**config.mk**
```make
export PLATFORM = sky130hd
export DESIGN_NAME = pipe_stage_skid
export DESIGN_NICKNAME = d
export VERILOG_FILES = /design/src/rtl/pipe_stage_skid.sv
export SDC_FILE = /design/constraint.sdc
export NUM_CORES = 1
export LEC_CHECK = 0
export CAP_MARGIN = 20
export CORE_MARGIN = 2
export CORE_UTILIZATION = 51
export DETAILED_ROUTE_END_ITERATION = 6
export PLACE_DENSITY = 0.85
export SLEW_MARGIN = 20
export SYNTH_ARGS = -nofsm -noshare
export SYNTH_HDL_FRONTEND = slang
export SYNTH_SLANG_ARGS = --single-unit
```
**constraint.sdc**
```tcl
create_clock -name clk -period 5.1 [get_ports clk]
set_clock_uncertainty 0.15 [all_clocks]
set_input_delay 1.275 -clock clk [delete_from_list [all_inputs] [get_ports clk]]
set_output_delay 1.275 -clock clk [all_outputs]
set_load 0.01 [all_outputs]
```
**src/rtl/pipe_stage_skid.sv**
```systemverilog
// Parametrised inter-stage pipeline register with a valid/ready handshake and a 2-entry skid buffer.
// Flush inserts a bubble that keeps a PC/BD tag so exception logic can still form a correct EPC.
module pipe_stage_skid #(
   parameter int              DW      = 160,
   parameter int              PCW     = 32,
   parameter logic [PCW-1:0]  PC_RST  = '0,
   parameter bit              KEEP_PC = 1'b1
) (
   input  logic           clk,
   input  logic           reset,
   input  logic           flush,
   input  logic [PCW-1:0] flush_pc,
   input  logic           flush_bd,
   input  logic           in_valid,
   output logic           in_ready,
   input  logic [DW-1:0]  in_data,
   input  logic [PCW-1:0] in_pc,
   input  logic           in_bd,
   output logic           out_valid,
   input  logic           out_ready,
   output logic [DW-1:0]  out_data,
   output logic [PCW-1:0] out_pc,
   output logic           out_bd,
   output logic [1:0]     occupancy
);

   typedef enum logic [1:0] {
      EMPTY = 2'd0,
      ONE   = 2'd1,
      FULL  = 2'd2
   } state_t;

   state_t         state;
   state_t         state_next;
   logic           in_ready_q;

   logic [DW-1:0]  main_data;
   logic [PCW-1:0] main_pc;
   logic           main_bd;
   logic [DW-1:0]  skid_data;
   logic [PCW-1:0] skid_pc;
   logic           skid_bd;

   logic           in_xfer;
   logic           out_xfer;
   logic           load_main_in;
   logic           load_main_skid;
   logic           load_skid;
   logic           clear_main;

   assign in_ready  = in_ready_q;
   assign out_valid = (state != EMPTY);
   assign out_data  = main_data;
   assign out_pc    = main_pc;
   assign out_bd    = main_bd;
   assign in_xfer   = in_valid & in_ready_q;
   assign out_xfer  = out_valid & out_ready;

   always_comb begin
      state_next     = state;
      load_main_in   = 1'b0;
      load_main_skid = 1'b0;
      load_skid      = 1'b0;
      clear_main     = 1'b0;
      case (state)
         EMPTY: begin
            if (in_xfer) begin
               load_main_in = 1'b1;
               state_next   = ONE;
            end
         end
         ONE: begin
            if (in_xfer && out_xfer) begin
               load_main_in = 1'b1;
            end else if (in_xfer) begin
               load_skid  = 1'b1;
               state_next = FULL;
            end else if (out_xfer) begin
               clear_main = 1'b1;
               state_next = EMPTY;
            end
         end
         FULL: begin
            if (out_xfer) begin
               load_main_skid = 1'b1;
               state_next     = ONE;
            end
         end
         default: state_next = EMPTY;
      endcase
   end

   // in_ready is registered from the next state so out_ready never reaches it combinationally
   always_ff @(posedge clk) begin
      if (reset || flush) begin
         state      <= EMPTY;
         in_ready_q <= 1'b1;
      end else begin
         state      <= state_next;
         in_ready_q <= (state_next != FULL);
      end
   end

   always_ff @(posedge clk) begin
      if (reset) begin
         main_data <= '0;
         main_pc   <= PC_RST;
         main_bd   <= 1'b0;
         skid_data <= '0;
         skid_pc   <= '0;
         skid_bd   <= 1'b0;
      end else if (flush) begin
         main_data <= '0;
         main_pc   <= KEEP_PC ? flush_pc : '0;
         main_bd   <= KEEP_PC ? flush_bd : 1'b0;
         skid_data <= '0;
         skid_pc   <= '0;
         skid_bd   <= 1'b0;
      end else begin
         // a drained bubble keeps its PC/BD tag; only the payload becomes a nop
         if (load_main_in) begin
            main_data <= in_data;
            main_pc   <= in_pc;
            main_bd   <= in_bd;
         end else if (load_main_skid) begin
            main_data <= skid_data;
            main_pc   <= skid_pc;
            main_bd   <= skid_bd;
         end else if (clear_main) begin
            main_data <= '0;
         end
         if (load_skid) begin
            skid_data <= in_data;
            skid_pc   <= in_pc;
            skid_bd   <= in_bd;
         end else if (load_main_skid) begin
            skid_data <= '0;
            skid_pc   <= '0;
            skid_bd   <= 1'b0;
         end
      end
   end

   always_comb begin
      occupancy = 2'd0;
      case (state)
         ONE:     occupancy = 2'd1;
         FULL:    occupancy = 2'd2;
         default: occupancy = 2'd0;
      endcase
   end

   always_ff @(posedge clk) begin
      if (!reset) begin
         assert (state == EMPTY || state == ONE || state == FULL);
         assert (!(in_ready_q && state == FULL));
      end
   end

endmodule

```
# After elaboration in Yosys (flattened, before gate mapping)
# Cells that the tools add are included.
[word_totals] latchBits=0 elab_cells=53 mem_bits_ro=0 register_bits=389 in_bits=231 memories=0 ramBits=0 out_inout_bits=197
[classes] muxes=32 n_reduce_logical=8 shift=0 eq_ne=3 add_sub_neg=0 div=0 n_bitwise=2 n_lt_le_gt_ge=0 multipliers=0
[ops] cell="two-way mux 160 bit" count=5
[ops] cell="two-way mux 32 bit" count=5
[ops] cell="two-way mux 1 bit" count=14
[ops] cell="two-way mux 2 bit" count=5
[ops] cell="case mux 2 bit (3 select lines)" count=1
[ops] cell="nonzero test 3 bit" count=2
[ops] cell="case mux 2 bit (2 select lines)" count=1
[ops] cell="nonzero test 2 bit" count=2
[ops] cell="bitwise AND 1 bit" count=2
[ops] cell="equality test 2 x 1 -> 1 bit, second input constant" count=1
[ops] cell="equality test 2 bit, second input constant" count=1
[ops] cell="logical NOT 2 bit" count=1
[ops] cell="inequality test 2 bit, second input constant" count=1
[ops] cell="case mux 1 bit (2 select lines)" count=1
[ops] cell="OR reduction 2 bit" count=1
[ops] cell="logical AND 1 bit" count=1
[ops] cell="logical OR 1 bit" count=1

# Depth between registers and ports, before layout
[logic_depth] ltp_word=9 ltp_mapped=9 mapped_depth_nobuf=4

# Worst setup path before layout
# Ideal clock, no wire load.
[synth_path] path_type="input-to-reg" startpoint="in out_ready" endpoint="reg main_data[34], in the netlist out_data[34]" path_buffers=3 path_slack_ns=2.460 required_ns=4.822 setup_ns=0.128 path_stages=7 t_arrival_ns=2.363 path_cell_list="buf_4 -> and2b_1 -> nor2_4 -> clkbuf_1 -> buf_2 -> a222oi_1 -> nor2_1"
[synth_via] elab_chain_cells=6 elab_cells_between_ends=12 cone_classes="mux (9); bitwise (1); reduce/logical (2)"
[synth_lines] item="start, declared" line_no="20" text="input logic out_ready,"
[synth_lines] item="bitwise AND 1 bit *" line_no="57" text="assign out_xfer = out_valid & out_ready;"
[synth_lines] item="two-way mux 1 bit" line_no="78, 84"
[synth_lines] item="two-way mux 1 bit" line_no="75" text="end else if (in_xfer) begin"
[synth_lines] item="two-way mux 1 bit" line_no="73" text="if (in_xfer && out_xfer) begin"
[synth_lines] item="two-way mux 1 bit" line_no="65" text="case (state)"
[synth_lines] item="nonzero test 3 bit (no line)"
[synth_lines] item="end signal, assigned" line_no="122" text="main_data <= in_data;"
[synth_lines] item="end signal, assigned" line_no="126" text="main_data <= skid_data;"
[synth_lines] item="end, declared" line_no="37" text="logic [DW-1:0] main_data;"
# Every way passes the cells marked *; elsewhere a longest branch is shown, timed or not.
# A chain may end at the register's enable or synchronous reset.

# Final worst setup path
[layout_path] startpoint="reg state[1]" endpoint="out occupancy[1]"
[layout_via] elab_chain_cells=2 elab_cells_between_ends=3 cone_classes="eq/ne (2); mux (1)"
[layout_lines] item="start, declared" line_no="33" text="state_t state;"
[layout_lines] item="start signal, assigned" line_no="99" text="state <= state_next;"
[layout_lines] item="equality test 2 bit or equality test 2 x 1 -> 1 bit (tied branches)" line_no="146" text="case (state)"
[layout_lines] item="case mux 2 bit (2 select lines) *" line_no="146"
[layout_lines] item="end, declared" line_no="24" text="output logic [1:0] occupancy"
# Marks and branches as above.

==> results.json <==
{
  "port_buffers": 427,
  "min_path_type": "reg2reg",
  "synth_edf_count": 0,
  "grt-ovfl-total": 0,
  "die_x_um": 173.9,
  "antenna_found_initial": 2,
  "core_um2": 28550,
  "clkSinkCount": 389,
  "fill_cells": 2061,
  "start_kind": "register",
  "r2r-start": "state[1]",
  "clk_latency_ns": 0.53,
  "syn2layout_area_growth_pct": 38.86,
  "p_leak_nw": 7.018,
  "drc_errors": 35,
  "fmax_mhz": 273.2,
  "setup_viol": 0,
  "hold_viol": 0,
  "wl_met3_um": 4749,
  "status": "finished, violations left",
  "rsz0062_at_grt": "false",
  "slew_headroom": 0.5316,
  "cts_max_path_buffers": 3,
  "io_pins": 428,
  "grt_usage": 0.2959,
  "grt_pass1_vias": 14030,
  "synth_area_um2": 14720,
  "reg2reg_to": "out_pc[14]",
  "rr_worst_depth": 5,
  "utilization": 0.7158,
  "internal_power_w": 0.005356,
  "drv_slew": 0,
  "top_layer": "met4",
  "ys_seq_area_frac": 0.5292,
  "crit_type": "reg2out",
  "finalWorstSetupSlack_ns": 1.440,
  "initial_core_util": 0.5155,
  "stdcell_area_um2": 20430,
  "worst_pin_slew_ns": 0.7009,
  "worstPathArrival_ns": 2.23,
  "synthArstFlopShare": 0,
  "min_to": "skid_pc[23]",
  "place_congestion": 0.8350,
  "wl_met1_um": 17540,
  "switching_share": 0.2305,
  "die_area_um2": 30230,
  "regArea_um2": 7787,
  "holdBufCountCts": 0,
  "pre_cts_slack_ns": 1.308,
  "drive_gt1_frac": 0.05228,
  "clk_pin_slew_ns": 0.06,
  "mostFrequentLayoutCells": "425 x clkdlybuf4s50_1, 389 x dfxtp_1, 227 x nand2_1",
  "num-nets-final": 2170,
  "yosysWarnings": 0,
  "ir_drop_v": 0.0002479,
  "slowest_stage": "clkdlybuf4s50_1",
  "cts_tree": "done",
  "holdPathStages": 2,
  "regToRegSetupSlack_ns": 2.36,
  "multiInputGateArea_um2": 6148,
  "wirelength_um": 47560,
  "cts_resized": 0,
  "syn_nets": 1858,
  "path_delay_family": "buffers and inverters",
  "synth.distinct_cells": 32,
  "ys.flop_type": "dfxtp_1",
  "drtAntennaViolNets": 0,
  "end_kind": "primary output",
  "cp_max_fo": 7,
  "vias": 14630,
  "power.switching_w": 0.001604,
  "viasPerCell": 6.211,
  "crit_path_start": "state[1]",
  "path_buf_inv": 1,
  "hpwl_um": 28140,
  "finalCritPeriodShare": 0.7176,
  "required_ns": 3.67,
  "die_y_um": 173.9,
  "p_seq_frac": 0.453,
  "wl_per_cell_um": 20.19,
  "syn_inst": 1627,
  "grt_max_degree": 114,
  "cts_made_buffers": 41,
  "drt_iter0_drc": 2215,
  "fin_crit_ns": 3.660,
  "num_rows": 62,
  "htree_levels": 2,
  "wl_met2_um": 22770,
  "post_cts_buffers": 0,
  "mostFrequentLayoutCell": "clkdlybuf4s50_1",
  "violations": "DRC",
  "dr.pass1.iters": 7,
  "ys_ff_latch": 389,
  "grt_pass1_wl_um": 74290,
  "p_clk_frac": 0.441,
  "fin_tns_setup_ns": 0,
  "synth.avg_cell_area_um2": 9.044,
  "pwr-share-comb": 0.106,
  "hold_start": "skid_pc[23]",
  "power.density_nw_per_um2": 340.7,
  "placedInstanceArea_um2": 19020,
  "max_stage_delay_ns": 0.69,
  "worstPathCellList": "nor2b_1 -> clkdlybuf4s50_1",
  "maxCapViolCount": 0,
  "root_buffer": "clkbuf_16"
}
-- synthesized netlist by cell type, drive strengths merged (2+ instances only) --
library cell	number	area share
nand2	229	0.059
or4b	31	0.021
nor2b	3	0.0013
nand3	193	0.066
or2	2	0.00085
mux2i	33	0.022
a21oi	196	0.067
a32oi	2	0.0012
buf	99	0.034
a222oi	160	0.11
o221ai	31	0.018
nor2	164	0.043
dfxtp	389	0.53
o21ai	3	0.0010
clkbuf	82	0.021
-- registers in the layout (all words and copies together), names as in the netlist --
name       cells
in_ready       1
out_bd         1
out_data     160
out_pc        32
skid_bd        1
skid_data    160
skid_pc       32
state          2
-- cells by family (layout without fill, tap and decap cells) --
group,count (synthesis),in the layout,synth area share
flip-flops,389,389,0.5292
other,0,2,0
buffers and inverters,182,525,0.05510
multiplexers,33,33,0.02245
XOR/XNOR,1,1,0.001106
AO/OA/AOI/OAI,394,394,0.1985
AND/OR/NAND/NOR,628,628,0.1937
-- power by group through the flow --
stage / Clock (W) / Sequential [W] / Combinational, W
after floorplan: 0 / 0.00324 / 0.000287
after global placement: 0 / 0.00321 / 0.000713
after detailed placement: 0 / 0.00322 / 0.000724
after CTS: 0.00311 / 0.00315 / 0.000732
after global routing: 0.00323 / 0.00316 / 0.000784
final: 0.00307 / 0.00315 / 0.000737
-- per-layer routing --
layer,up-vias,track usage
met5,-,0
met4,0,0.1551
met3,159,0.07785
met2,805,0.4890
met1,7006,0.3542
li1,6663,-
-- worst max-delay path by stage --
stage	slack, ns	cells after the start	end
5_1_grt	1.38	2	occupancy[1]
4_1_cts	1.44	2	occupancy[1]
3_5_place_dp	1.31	6	out_data[96]
2_1_floorplan	2.46	7	out_data[34]
6_report	1.44	2	occupancy[1]
3_3_place_gp	1.38	6	out_data[84]
-- cell type report --
type | instances | area share
Inverter | 1 | 0.0001837
Timing Repair Buffer | 450 | 0.2251
Sequential cell | 389 | 0.3811
Antenna cell | 2 | 0.0002449
Clock inverter | 12 | 0.007409
Tap cell | 384 | 0.02351
Multi-Input combinational cell | 1056 | 0.3009
Clock buffer | 62 | 0.06154
-- metrics by stage --
stage | power, W | hold WS, ns | std cells
after global placement | 0.003927 | 0.3019 | 2280
after detailed placement | 0.003941 | 0.3078 | 2280
after CTS | 0.006990 | 0.3162 | 2354
final | 0.006961 | 0.3154 | 2356
after global routing | 0.007176 | 0.3257 | 2356
after floorplan | 0.003525 | 0.2972 | 1627
-- worst min-delay path, delay by kind of cell (launching register included) --
family	cells	cell delay [ns]
AO/OA/AOI/OAI	1	0.05
flip-flops	1	0.31
AND/OR/NAND/NOR	1	0.06
Power figures use the tool's default switching activity.
==> RTL change, RTL diff (same settings) <==
Set the parameter `PCW` to 16 (it was 32).
--- a/src/rtl/pipe_stage_skid.sv
+++ b/src/rtl/pipe_stage_skid.sv
@@ -4,3 +4,3 @@
    parameter int              DW      = 160,
-   parameter int              PCW     = 32,
+   parameter int              PCW     = 16,
    parameter logic [PCW-1:0]  PC_RST  = '0,
Ports: changed (resized flush_pc, in_pc and out_pc); port bits go from 428 to 380. The function was not compared with the original's and may differ.
==> RTL change against the original RTL <==
The flow still finishes with violations (design-rule violations). Power fell by 12%. First-iteration DRC count fell by 4.7%. Final cell count fell by 11%. Design area fell by 11%. Area after synthesis fell by 10%. Register-to-register slack improved by 180 ps. Worst setup slack improved by 350 ps. Die area fell by 10%. Synthesized cell count fell by 10%. Wire length fell by 12%. Sequential cell count fell by 32. Largest cell class unchanged.
==> RTL change: results (changes against the original RTL) <==
Run status
  – Outcome: finished, violations left (unchanged)
  – Failing checks: design-rule violations (unchanged)

Clock tree
  – H-tree depth: 2 (unchanged)
  – CTS buffer count: 36 (was 41)
  – Post-CTS Setup Inserts: 0 (unchanged)

Layout
  – Filler cells: 1825 (was 2061)
  – Final non-filler cell total: 2101 (was 2356)
  – Nets@finish: 1942 (was 2170)

Global routing
  – Tot GR Track Use: 0.2901 (was 0.2959)
  – First-pass GRT wire length: 63850 um (was 74290 um)
  – Initial antenna violation count: 1 (was 2)
  – Vias in the first global route: 12250 (was 14030)
  – Largest net degree at the start of global routing: 163 (was 114)

Detailed routing
  – # DRC: 9 (was 35)
  – DR iter-0 viols: 2112 (was 2215)
  – WL per Instance: 20.01 um (was 20.19 um)
  – Via-to-Cell Ratio: 6.275 (was 6.211)

Place
  – Pre-CTS setup slack: 1404 ps (was 1308 ps)
  – Gp weighted congestion: 0.8215 (was 0.8350)
  – Post-DP HPWL: 25490 um (was 28140 um)
  – Placed insts: 2035 (was 2280)
  – I/O Buffers: 379 (was 427)

Worst setup path
  – Worst path top cell family by delay: flip-flops (was buffers and inverters)
  – Crit path max-delay cell type: dfxtp_1 (was clkdlybuf4s50_1)
  – Worst-path maximum fanout: 9 (was 7)
  – Slowest stage delay, CP: 580 ps (was 690 ps)

Yosys
  – Yosys cell types: 28 (was 32)
  – Largest cells by area after synthesis: dfxtp_1 (54%), a222oi_1 (12%), a21oi_1 (6.8%), nand3_1 (6.7%), nand2_1 (5.6%) (was dfxtp_1 (53%), a222oi_1 (11%), a21oi_1 (6.7%), nand3_1 (6.6%), nand2_1 (5.8%))
  – Mapped Nets: 1659 (was 1858)
  – Syn Inst Count: 1460 (was 1627)
  – Commonest cells in the netlist: dfxtp_1 (357), nand2_1 (197), a21oi_1 (180) (was dfxtp_1 (389), nand2_1 (228), a21oi_1 (196))

Timing
  – Rel. slew slack: 0.4175 (was 0.5316)

Power
  – Internal power: 4.674 mW (was 5.356 mW)
  – Pleak: 6.154 nW (was 7.018 nW)
  – Max VDD drop: 0.0002655 V (was 0.0002479 V)
-- RTL change: cells by family (layout without fill, tap and decap cells) --
logic type | count (synthesis) | after routing | synth area share
XOR/XNOR | 1 | 1 | 0.0006641
flip-flops | 357 | 357 | 0.5418
AO/OA/AOI/OAI | 362 | 362 | 0.2038
AND/OR/NAND/NOR | 564 | 564 | 0.1887
other | 0 | 3 | 0
multiplexers | 17 | 17 | 0.01290
buffers and inverters | 159 | 467 | 0.05217
-- RTL change: power groups by stage --
stage	registers [mW]	logic [mW]	clock network (mW)
final	2.89	0.639	2.57
after global placement	2.95	0.619	0
after CTS	2.89	0.634	2.60
after detailed placement	2.95	0.629	0
after global routing	2.89	0.681	2.71
after floorplan	2.96	0.252	0
-- RTL change: path summary, 6_finish.rpt --
path                  from       endpoint  slack, ps
min          skid_data[43]  skid_data[43]        320
max               state[0]   occupancy[0]       1790
max reg2reg       state[0]  out_data[106]       2540
min reg2reg  skid_data[43]  skid_data[43]        320
-- RTL change: area by class of cell --
type / count / share of cell area
flip-flops and latches: 357 / 0.3921
clock buffers: 54 / 0.06035
inverters: 1 / 0.0002060
multi-input cells: 944 / 0.2962
well taps: 330 / 0.02266
diodes: 3 / 0.0004119
clock inverters: 9 / 0.003158
repair buffers: 403 / 0.2249
-- RTL change: metrics by stage --
stage / hold WS, ps / cell area, sq um / utilization
finish: 316.0 / 18230 / 0.7217
global route: 330.5 / 18220 / 0.7215
CTS: 316.6 / 18220 / 0.7214
detailed placement: 307.5 / 17060 / 0.6755
global placement: 301.6 / 17060 / 0.6755
floorplan: 297.2 / 13190 / -
-- RTL change: per-layer routing --
metal / routed length [um] / up-vias / track usage
li1: - / 5961 / -
met1: 15790 / 6315 / 0.3630
met2: 20390 / 791 / 0.4817
met3: 3919 / 117 / 0.05399
met4: 1937 / 0 / 0.1431
met5: 0 / - / 0
-- RTL change: worst register-to-register path: cells and delay by family (launching register included) --
kind            cells  cell delay, ps
compound gates      2             780
flops               1             580
buf+inv             1             650
xor+xnor            1             180
simple gates        1             150
